===== config.mk =====
export PLATFORM = sky130hd
export DESIGN_NAME = seven_segment_value_decoder
export DESIGN_NICKNAME = d
export VERILOG_FILES = /design/src/rtl/seven_segment_value_decoder.sv
export SDC_FILE = /design/constraint.sdc
export NUM_CORES = 1
export LEC_CHECK = 0
export BUFFER_PORTS_ARGS = -buffer_cell sky130_fd_sc_hd__buf_2
export CORE_MARGIN = 5
export CORE_UTILIZATION = 40
export DETAILED_ROUTE_END_ITERATION = 12
export PLACE_DENSITY = 0.58
export SYNTH_ARGS = -nofsm -noshare
export SYNTH_HDL_FRONTEND = slang
export SYNTH_SLANG_ARGS = --single-unit

===== constraint.sdc =====
create_clock -name clk_100MHz -period 4.02 [get_ports clk_100MHz]
set_input_delay 0.201 -clock clk_100MHz [delete_from_list [all_inputs] [get_ports clk_100MHz]]
set_output_delay 0.201 -clock clk_100MHz [all_outputs]
set_load 0.01 [all_outputs]

===== src/rtl/seven_segment_value_decoder.sv =====
// Decodes a multiplexed 4-digit seven-segment display scan into a signed 6-bit value.
// Optional macro SEVEN_SEGMENT_STABLE_FRAME_EN: load only after two consecutive equal good frames.
module seven_segment_value_decoder #(
  parameter int unsigned SETTLE_CYCLES = 4,
  parameter int unsigned FRAME_TIMEOUT = 1048576
) (
  input  logic       clk_100MHz,
  input  logic       rst_n,
  input  logic [3:0] anodes,
  input  logic [7:0] cathodes,
  output logic [5:0] value,
  output logic       value_valid,
  output logic       update,
  output logic       frame_error,
  output logic       timeout
);

  localparam int unsigned SW = $clog2(SETTLE_CYCLES + 1);
  localparam int unsigned TW = $clog2(FRAME_TIMEOUT + 1);
  localparam logic [SW-1:0] SETTLE_MAX = SW'(SETTLE_CYCLES);
  localparam logic [TW-1:0] TIMER_MAX  = TW'(FRAME_TIMEOUT);

  localparam logic [1:0] K_DIG   = 2'd0;
  localparam logic [1:0] K_MINUS = 2'd1;
  localparam logic [1:0] K_BLANK = 2'd2;
  localparam logic [1:0] K_ILL   = 2'd3;

  // Glyph classifier on lit-segment pattern {g,f,e,d,c,b,a}; returns {kind, digit}.
  function automatic logic [5:0] classify(input logic [6:0] lit);
    case (lit)
      7'h3F:   return {K_DIG, 4'd0};
      7'h06:   return {K_DIG, 4'd1};
      7'h5B:   return {K_DIG, 4'd2};
      7'h4F:   return {K_DIG, 4'd3};
      7'h66:   return {K_DIG, 4'd4};
      7'h6D:   return {K_DIG, 4'd5};
      7'h7D:   return {K_DIG, 4'd6};
      7'h07:   return {K_DIG, 4'd7};
      7'h7F:   return {K_DIG, 4'd8};
      7'h6F:   return {K_DIG, 4'd9};
      7'h40:   return {K_MINUS, 4'd0};
      7'h00:   return {K_BLANK, 4'd0};
      default: return {K_ILL, 4'd0};
    endcase
  endfunction

  logic unused_dp;
  assign unused_dp = cathodes[7];

  logic [3:0]    an_s1_q, an_s1_d, an_s2_q, an_s2_d;
  logic [6:0]    ca_s1_q, ca_s1_d, ca_s2_q, ca_s2_d;
  logic [10:0]   smp_q, smp_d;
  logic [SW-1:0] cnt_q, cnt_d;
  logic [6:0]    slot_q [4];
  logic [6:0]    slot_d [4];
  logic [3:0]    seen_q, seen_d;
  logic [TW-1:0] timer_q, timer_d;
  logic          timeout_q, timeout_d;
  logic [5:0]    value_q, value_d;
  logic          valid_q, valid_d;
  logic          update_q, update_d;
  logic          ferr_q, ferr_d;
`ifdef SEVEN_SEGMENT_STABLE_FRAME_EN
  logic [5:0]    stab_val_q, stab_val_d;
  logic          stab_have_q, stab_have_d;
`endif

  logic          cand, hold_cont, accept, frame_done;
  logic [1:0]    idx;
  logic [1:0]    kind [4];
  logic [3:0]    dig  [4];
  logic          fr_ok, fr_neg, good;
  logic [6:0]    mag;
  logic [5:0]    new_val;

  // Input synchronizers and settle counter
  always_comb begin
    an_s1_d = anodes;
    an_s2_d = an_s1_q;
    ca_s1_d = cathodes[6:0];
    ca_s2_d = ca_s1_q;
    smp_d   = {an_s2_q, ca_s2_q};
    cand    = $onehot(~an_s2_q);
    hold_cont = (cnt_q != '0) && (smp_d == smp_q);
    if (!cand)
      cnt_d = '0;
    else if (hold_cont)
      cnt_d = (cnt_q == SETTLE_MAX) ? cnt_q : cnt_q + 1'b1;
    else
      cnt_d = SW'(1);
    // Accept once per stable hold: only on the cycle the count first reaches the threshold.
    accept = cand && (cnt_d == SETTLE_MAX) && !(hold_cont && (cnt_q == SETTLE_MAX));
    idx = 2'd0;
    for (int unsigned i = 0; i < 4; i++)
      if (!an_s2_q[i]) idx = i[1:0];
  end

  // Slot capture and frame completion
  always_comb begin
    frame_done = &seen_q;
    seen_d = frame_done ? '0 : seen_q;
    for (int unsigned i = 0; i < 4; i++) slot_d[i] = slot_q[i];
    if (accept) begin
      slot_d[idx] = ~ca_s2_q;
      seen_d[idx] = 1'b1;
    end
  end

  // Frame layout evaluation
  always_comb begin
    for (int unsigned i = 0; i < 4; i++) {kind[i], dig[i]} = classify(slot_q[i]);
    fr_ok  = 1'b0;
    fr_neg = 1'b0;
    mag    = '0;
    if (kind[3] == K_BLANK && kind[2] == K_BLANK && kind[1] == K_BLANK && kind[0] == K_DIG) begin
      fr_ok = 1'b1;
      mag   = 7'(dig[0]);
    end else if (kind[3] == K_BLANK && kind[2] == K_BLANK && kind[1] == K_MINUS &&
                 kind[0] == K_DIG && dig[0] != 4'd0) begin
      fr_ok  = 1'b1;
      fr_neg = 1'b1;
      mag    = 7'(dig[0]);
    end else if (kind[3] == K_BLANK && kind[2] == K_BLANK && kind[1] == K_DIG &&
                 kind[0] == K_DIG && dig[1] != 4'd0) begin
      fr_ok = 1'b1;
      mag   = 7'(dig[1]) * 7'd10 + 7'(dig[0]);
    end else if (kind[3] == K_BLANK && kind[2] == K_MINUS && kind[1] == K_DIG &&
                 kind[0] == K_DIG && dig[1] != 4'd0) begin
      fr_ok  = 1'b1;
      fr_neg = 1'b1;
      mag    = 7'(dig[1]) * 7'd10 + 7'(dig[0]);
    end
    good    = fr_ok && (fr_neg ? (mag <= 7'd32) : (mag <= 7'd31));
    new_val = fr_neg ? 6'(~mag + 7'd1) : mag[5:0];
  end

  // Output registers and frame timer
  always_comb begin
    value_d  = value_q;
    valid_d  = valid_q;
    update_d = 1'b0;
    ferr_d   = 1'b0;
`ifdef SEVEN_SEGMENT_STABLE_FRAME_EN
    stab_val_d  = stab_val_q;
    stab_have_d = stab_have_q;
`endif
    if (frame_done) begin
      if (good) begin
`ifdef SEVEN_SEGMENT_STABLE_FRAME_EN
        if (stab_have_q && stab_val_q == new_val) begin
          value_d  = new_val;
          valid_d  = 1'b1;
          update_d = 1'b1;
        end
        stab_val_d  = new_val;
        stab_have_d = 1'b1;
`else
        value_d  = new_val;
        valid_d  = 1'b1;
        update_d = 1'b1;
`endif
      end else begin
        ferr_d = 1'b1;
`ifdef SEVEN_SEGMENT_STABLE_FRAME_EN
        // An error frame breaks the run of consecutive equal frames.
        stab_have_d = 1'b0;
`endif
      end
    end
    if (frame_done)
      timer_d = '0;
    else
      timer_d = (timer_q == TIMER_MAX) ? timer_q : timer_q + 1'b1;
    timeout_d = !frame_done && (timer_d == TIMER_MAX);
  end

  always_ff @(posedge clk_100MHz or negedge rst_n) begin
    if (!rst_n) begin
      an_s1_q   <= '1;
      an_s2_q   <= '1;
      ca_s1_q   <= '1;
      ca_s2_q   <= '1;
      smp_q     <= '0;
      cnt_q     <= '0;
      for (int unsigned i = 0; i < 4; i++) slot_q[i] <= '0;
      seen_q    <= '0;
      timer_q   <= '0;
      timeout_q <= 1'b0;
      value_q   <= '0;
      valid_q   <= 1'b0;
      update_q  <= 1'b0;
      ferr_q    <= 1'b0;
`ifdef SEVEN_SEGMENT_STABLE_FRAME_EN
      stab_val_q  <= '0;
      stab_have_q <= 1'b0;
`endif
    end else begin
      an_s1_q   <= an_s1_d;
      an_s2_q   <= an_s2_d;
      ca_s1_q   <= ca_s1_d;
      ca_s2_q   <= ca_s2_d;
      smp_q     <= smp_d;
      cnt_q     <= cnt_d;
      for (int unsigned i = 0; i < 4; i++) slot_q[i] <= slot_d[i];
      seen_q    <= seen_d;
      timer_q   <= timer_d;
      timeout_q <= timeout_d;
      value_q   <= value_d;
      valid_q   <= valid_d;
      update_q  <= update_d;
      ferr_q    <= ferr_d;
`ifdef SEVEN_SEGMENT_STABLE_FRAME_EN
      stab_val_q  <= stab_val_d;
      stab_have_q <= stab_have_d;
`endif
    end
  end

  assign value       = value_q;
  assign value_valid = valid_q;
  assign update      = update_q;
  assign frame_error = ferr_q;
  assign timeout     = timeout_q;

endmodule


==> impl_metrics.env <==
export IMPL_worstSkewPairLatency_ps=340
export IMPL_grt_pass1_vias=3996
export IMPL_clk_transition_reported_paths_ps=70
export IMPL_place_congestion=0.860
export IMPL_synth_simple_gate_area_share_pct=18.9
export IMPL_final_min_period_over_clock_period_pct=94.2
export IMPL_htreeDepth=3
export IMPL_initial_core_util_pct=40.3
export IMPL_path_class="register to register"
export IMPL_fraction_of_the_mapped_netlist_area_in_compound_gates_pct=11.0
export IMPL_antenna_cells=0
export IMPL_hp_class="register to register"
export IMPL_grt_setup_unrepaired="false"
export IMPL_dominant_combinational_cell_family_by_area_after_synthesis="simple AND/OR/NAND/NOR gates"
export IMPL_final_antenna_net_count=0
export IMPL_max_clock_path_buffers=2
export IMPL_place_detailed_hpwl_mm=7.94
export IMPL_end_kind="register"
export IMPL_core_area_um2=13100
export IMPL_dieWidth_um=125
export IMPL_cts_sinks=99
export IMPL_timing_critical_path_from_type="register"
export IMPL_filler_cell_count=1253
export IMPL_post_synth_instance_area_um2=5300
export IMPL_pin_slew_with_the_least_headroom_to_its_limit_ps=686
export IMPL_hold_worst_slack_ps=353
export IMPL_synth_distinct_cells=74
export IMPL_synth_warnings=0
export IMPL_synth_cells=518
export IMPL_grt_antenna_before_repair=0
export IMPL_path_max_fanout=6
export IMPL_wl_per_cell_um=14.9
export IMPL_synth_enable_flop_cells=0
export IMPL_skew_ps=6.13
export IMPL_synth_sequential_area_ratio_pct=47.3
export IMPL_pin_count_of_the_biggest_net_entering_global_routing=54
export IMPL_worstPathArrival_ps=4010
export IMPL_power_ir_vdd_worst_uv=240
export IMPL_p_leak_nw=2.70
export IMPL_finalHoldViolCount=0
export IMPL_synth_xor_xnor_area_share_pct=6.78
export IMPL_post_synth_cell_area_avg_um2=10.2
export IMPL_placed_cells_incl_taps=715
export IMPL_clock_fmax_ghz=0.264
export IMPL_floorplan_rows=42
export IMPL_synth_top_cells_by_area="sky130_fd_sc_hd__dfrtp_1 (36%), sky130_fd_sc_hd__dfstp_2 (11%), sky130_fd_sc_hd__mux2i_1 (4.5%)"
export IMPL_design_area_um2=6110
export IMPL_layout_nets=594
export IMPL_wire_length_of_the_first_global_routing_pass_mm=19.2
export IMPL_numCtsBuffers=9
export IMPL_post_dp_cell_area_um2=5670
export IMPL_asyncSetResetFlopFracSynth_pct=100
export IMPL_total_routing_resource_utilization_after_global_routing_pct=14.7
export IMPL_finalMaxSlewViolations=0
export IMPL_post_detailed_route_via_to_cell_ratio=5.29
export IMPL_final_layout_size_suffix_gt1_share_pct=18.2
export IMPL_timing_final_setup_violations=0
export IMPL_synth_largest_type_area_fraction_pct=36.4
export IMPL_timing_setup_tns_ps=0
export IMPL_synthDominantAreaCellType="sky130_fd_sc_hd__dfrtp_1"
export IMPL_boundaryPins=24
export IMPL_maxCapViolCount=0
export IMPL_clockRootBuffer="sky130_fd_sc_hd__clkbuf_16"
export IMPL_pwr_density_cell_nw_per_um2=318
export IMPL_yosys_most_used_dff="sky130_fd_sc_hd__dfrtp_1"
export IMPL_drc=0
export IMPL_synth_mux_area_share_pct=6.02
export IMPL_tritoncts="done"
export IMPL_detail_route_first_pass_iterations=4
export IMPL_dr_first_iter_drc_count=246
export IMPL_postCtsSetupRepairBufs=0
export IMPL_post_synth_fa_ha_maj_area_fraction_pct=4.86
export IMPL_die_area_um2=15600
export IMPL_synth_nets=550
export IMPL_max_slew_headroom_pct=53.9
export IMPL_dr_total_vias=3933
export IMPL_flow_area_growth_from_synthesis_pct=15.3
export IMPL_totalWireLength_mm=11.0
export IMPL_post_layout_min_period_ps=3790
export IMPL_globalRoute_totalOverflow=0
export IMPL_portBuffers=22
export IMPL_final_instance_count_excl_fill=743
export IMPL_postSynthRegisterBits=99
export IMPL_fp_dieH_um=125
export IMPL_critical_path_required_ps=4240
export IMPL_run_status="completed"
placed cells by master (no fill, tap or decap), types with 15 or more instances in the layout:
| cell type | netlist | layout |
|---|---|---|
| sky130_fd_sc_hd__nor4_1 | 22 | 22 |
| sky130_fd_sc_hd__nor2_1 | 39 | 39 |
| sky130_fd_sc_hd__dfrtp_1 | 77 | 77 |
| sky130_fd_sc_hd__buf_2 | 6 | 21 |
| sky130_fd_sc_hd__buf_4 | 1 | 22 |
| sky130_fd_sc_hd__inv_1 | 42 | 42 |
| sky130_fd_sc_hd__xnor2_1 | 19 | 19 |
| sky130_fd_sc_hd__nand3_1 | 20 | 20 |
| sky130_fd_sc_hd__nand2_1 | 37 | 37 |
| sky130_fd_sc_hd__mux2i_1 | 24 | 24 |
| sky130_fd_sc_hd__dfstp_2 | 22 | 22 |
| sky130_fd_sc_hd__ha_1 | 15 | 15 |
| sky130_fd_sc_hd__xor2_1 | 22 | 22 |
metrics by stage:
stage,setup WS [ps],utilization [%],total power [W]
6_report,233,46.5,0.00194
5_1_grt,18.5,46.5,0.00202
4_1_cts,239,46.3,0.00196
3_5_place_dp,255,43.2,0.00111
3_3_place_gp,268,43.2,0.00111
2_1_floorplan,410,-,0.00108
worst max-delay path, cell delays in order, from the launching register on:
cell                       delay (ps)
sky130_fd_sc_hd__dfrtp_1          440
sky130_fd_sc_hd__or4_1            550
sky130_fd_sc_hd__or4_1            450
sky130_fd_sc_hd__nor3_2           210
sky130_fd_sc_hd__a21boi_1         330
sky130_fd_sc_hd__a21o_1           160
sky130_fd_sc_hd__and2_1           170
sky130_fd_sc_hd__inv_1             50
sky130_fd_sc_hd__ha_1             190
sky130_fd_sc_hd__o311a_1          120
sky130_fd_sc_hd__and2_4           160
sky130_fd_sc_hd__o2111a_1         220
sky130_fd_sc_hd__or3_1            350
sky130_fd_sc_hd__mux2_2           270
state kept, by name, summed over array words and instances, names as in the netlist, 6 cells and up:
signal	flops
value	6
ca_s2_q	7
timer_q	21
slot_q	28
ca_s1_q	7
smp_q	11
area by class of cell:
class | count | area (µm²) | area share [%]
multi-input combinational | 355 | 2540 | 41.6
sequential | 99 | 2500 | 41.0
inverter | 42 | 158 | 2.58
timing repair buffer | 55 | 390 | 6.39
tap | 176 | 220 | 3.61
clock inverter | 5 | 41.3 | 0.676
clock buffer | 11 | 254 | 4.16
cell usage after synthesis, types with 4 or more instances:
cell type,n
sky130_fd_sc_hd__a211oi_1,5
sky130_fd_sc_hd__a21o_1,5
sky130_fd_sc_hd__a21oi_1,14
sky130_fd_sc_hd__a31oi_1,4
sky130_fd_sc_hd__buf_2,6
sky130_fd_sc_hd__clkbuf_1,10
sky130_fd_sc_hd__dfrtp_1,77
sky130_fd_sc_hd__dfstp_2,22
sky130_fd_sc_hd__ha_1,15
sky130_fd_sc_hd__inv_1,42
sky130_fd_sc_hd__mux2_1,4
sky130_fd_sc_hd__mux2i_1,24
sky130_fd_sc_hd__nand2_1,37
sky130_fd_sc_hd__nand3_1,20
sky130_fd_sc_hd__nand4_1,11
sky130_fd_sc_hd__nor2_1,39
sky130_fd_sc_hd__nor3_1,13
sky130_fd_sc_hd__nor4_1,22
sky130_fd_sc_hd__o21ai_0,14
sky130_fd_sc_hd__or3_1,6
sky130_fd_sc_hd__or4_1,4
sky130_fd_sc_hd__xnor2_1,19
sky130_fd_sc_hd__xor2_1,22
metal layers:
metal / wire, µm / vias to the layer above / track usage [%] / part of all wire (%)
met5: 0 / - / 0 / 0
met4: 175 / 0 / 4.59 / 1.6
met3: 270 / 14 / 1.58 / 2.4
met2: 5250 / 55 / 24.3 / 48
met1: 5340 / 1930 / 20.3 / 48
li1: - / 1934 / - / -
kinds of logic (layout without fill, tap and decap cells):
group           Yosys count  count (layout)
buf+inv                  64             113
fa+ha+maj                19              19
compound gates           80              80
xor+xnor                 41              41
simple gates            184             184
flops                    99              99
mux                      31              31
power breakdown:
part           total (W)  switching [W]  internal [W]  leakage [nW]
combinational  0.0000611      0.0000349     0.0000262          1.29
clock           0.000839       0.000373      0.000466         0.147
sequential       0.00104      0.0000181       0.00102          1.27
total            0.00194       0.000426       0.00152          2.70
timing repair:
| action | CTS | global route |
|---|---|---|
| hold endpoints to repair | 43 | 0 |
| gates resized for setup | 0 | 3 |
| hold buffers | 12 | 0 |
| endpoints found under the setup margin | 0 | 5 |
worst paths after layout:
kind	startpoint	end	slack [ps]	cells after the start
max	slot_q[14]	value[4]	230	13
min	ca_s1_q[3]	ca_s2_q[3]	350	0
max reg2reg	slot_q[14]	value[4]	230	13
min reg2reg	ca_s1_q[3]	ca_s2_q[3]	350	0
max in group asynchronous	rst_n	slot_q[19]	2540	3
min in group asynchronous	rst_n	cnt_q[1]	450	2
Note: power is estimated with default switching activity, not from simulation.
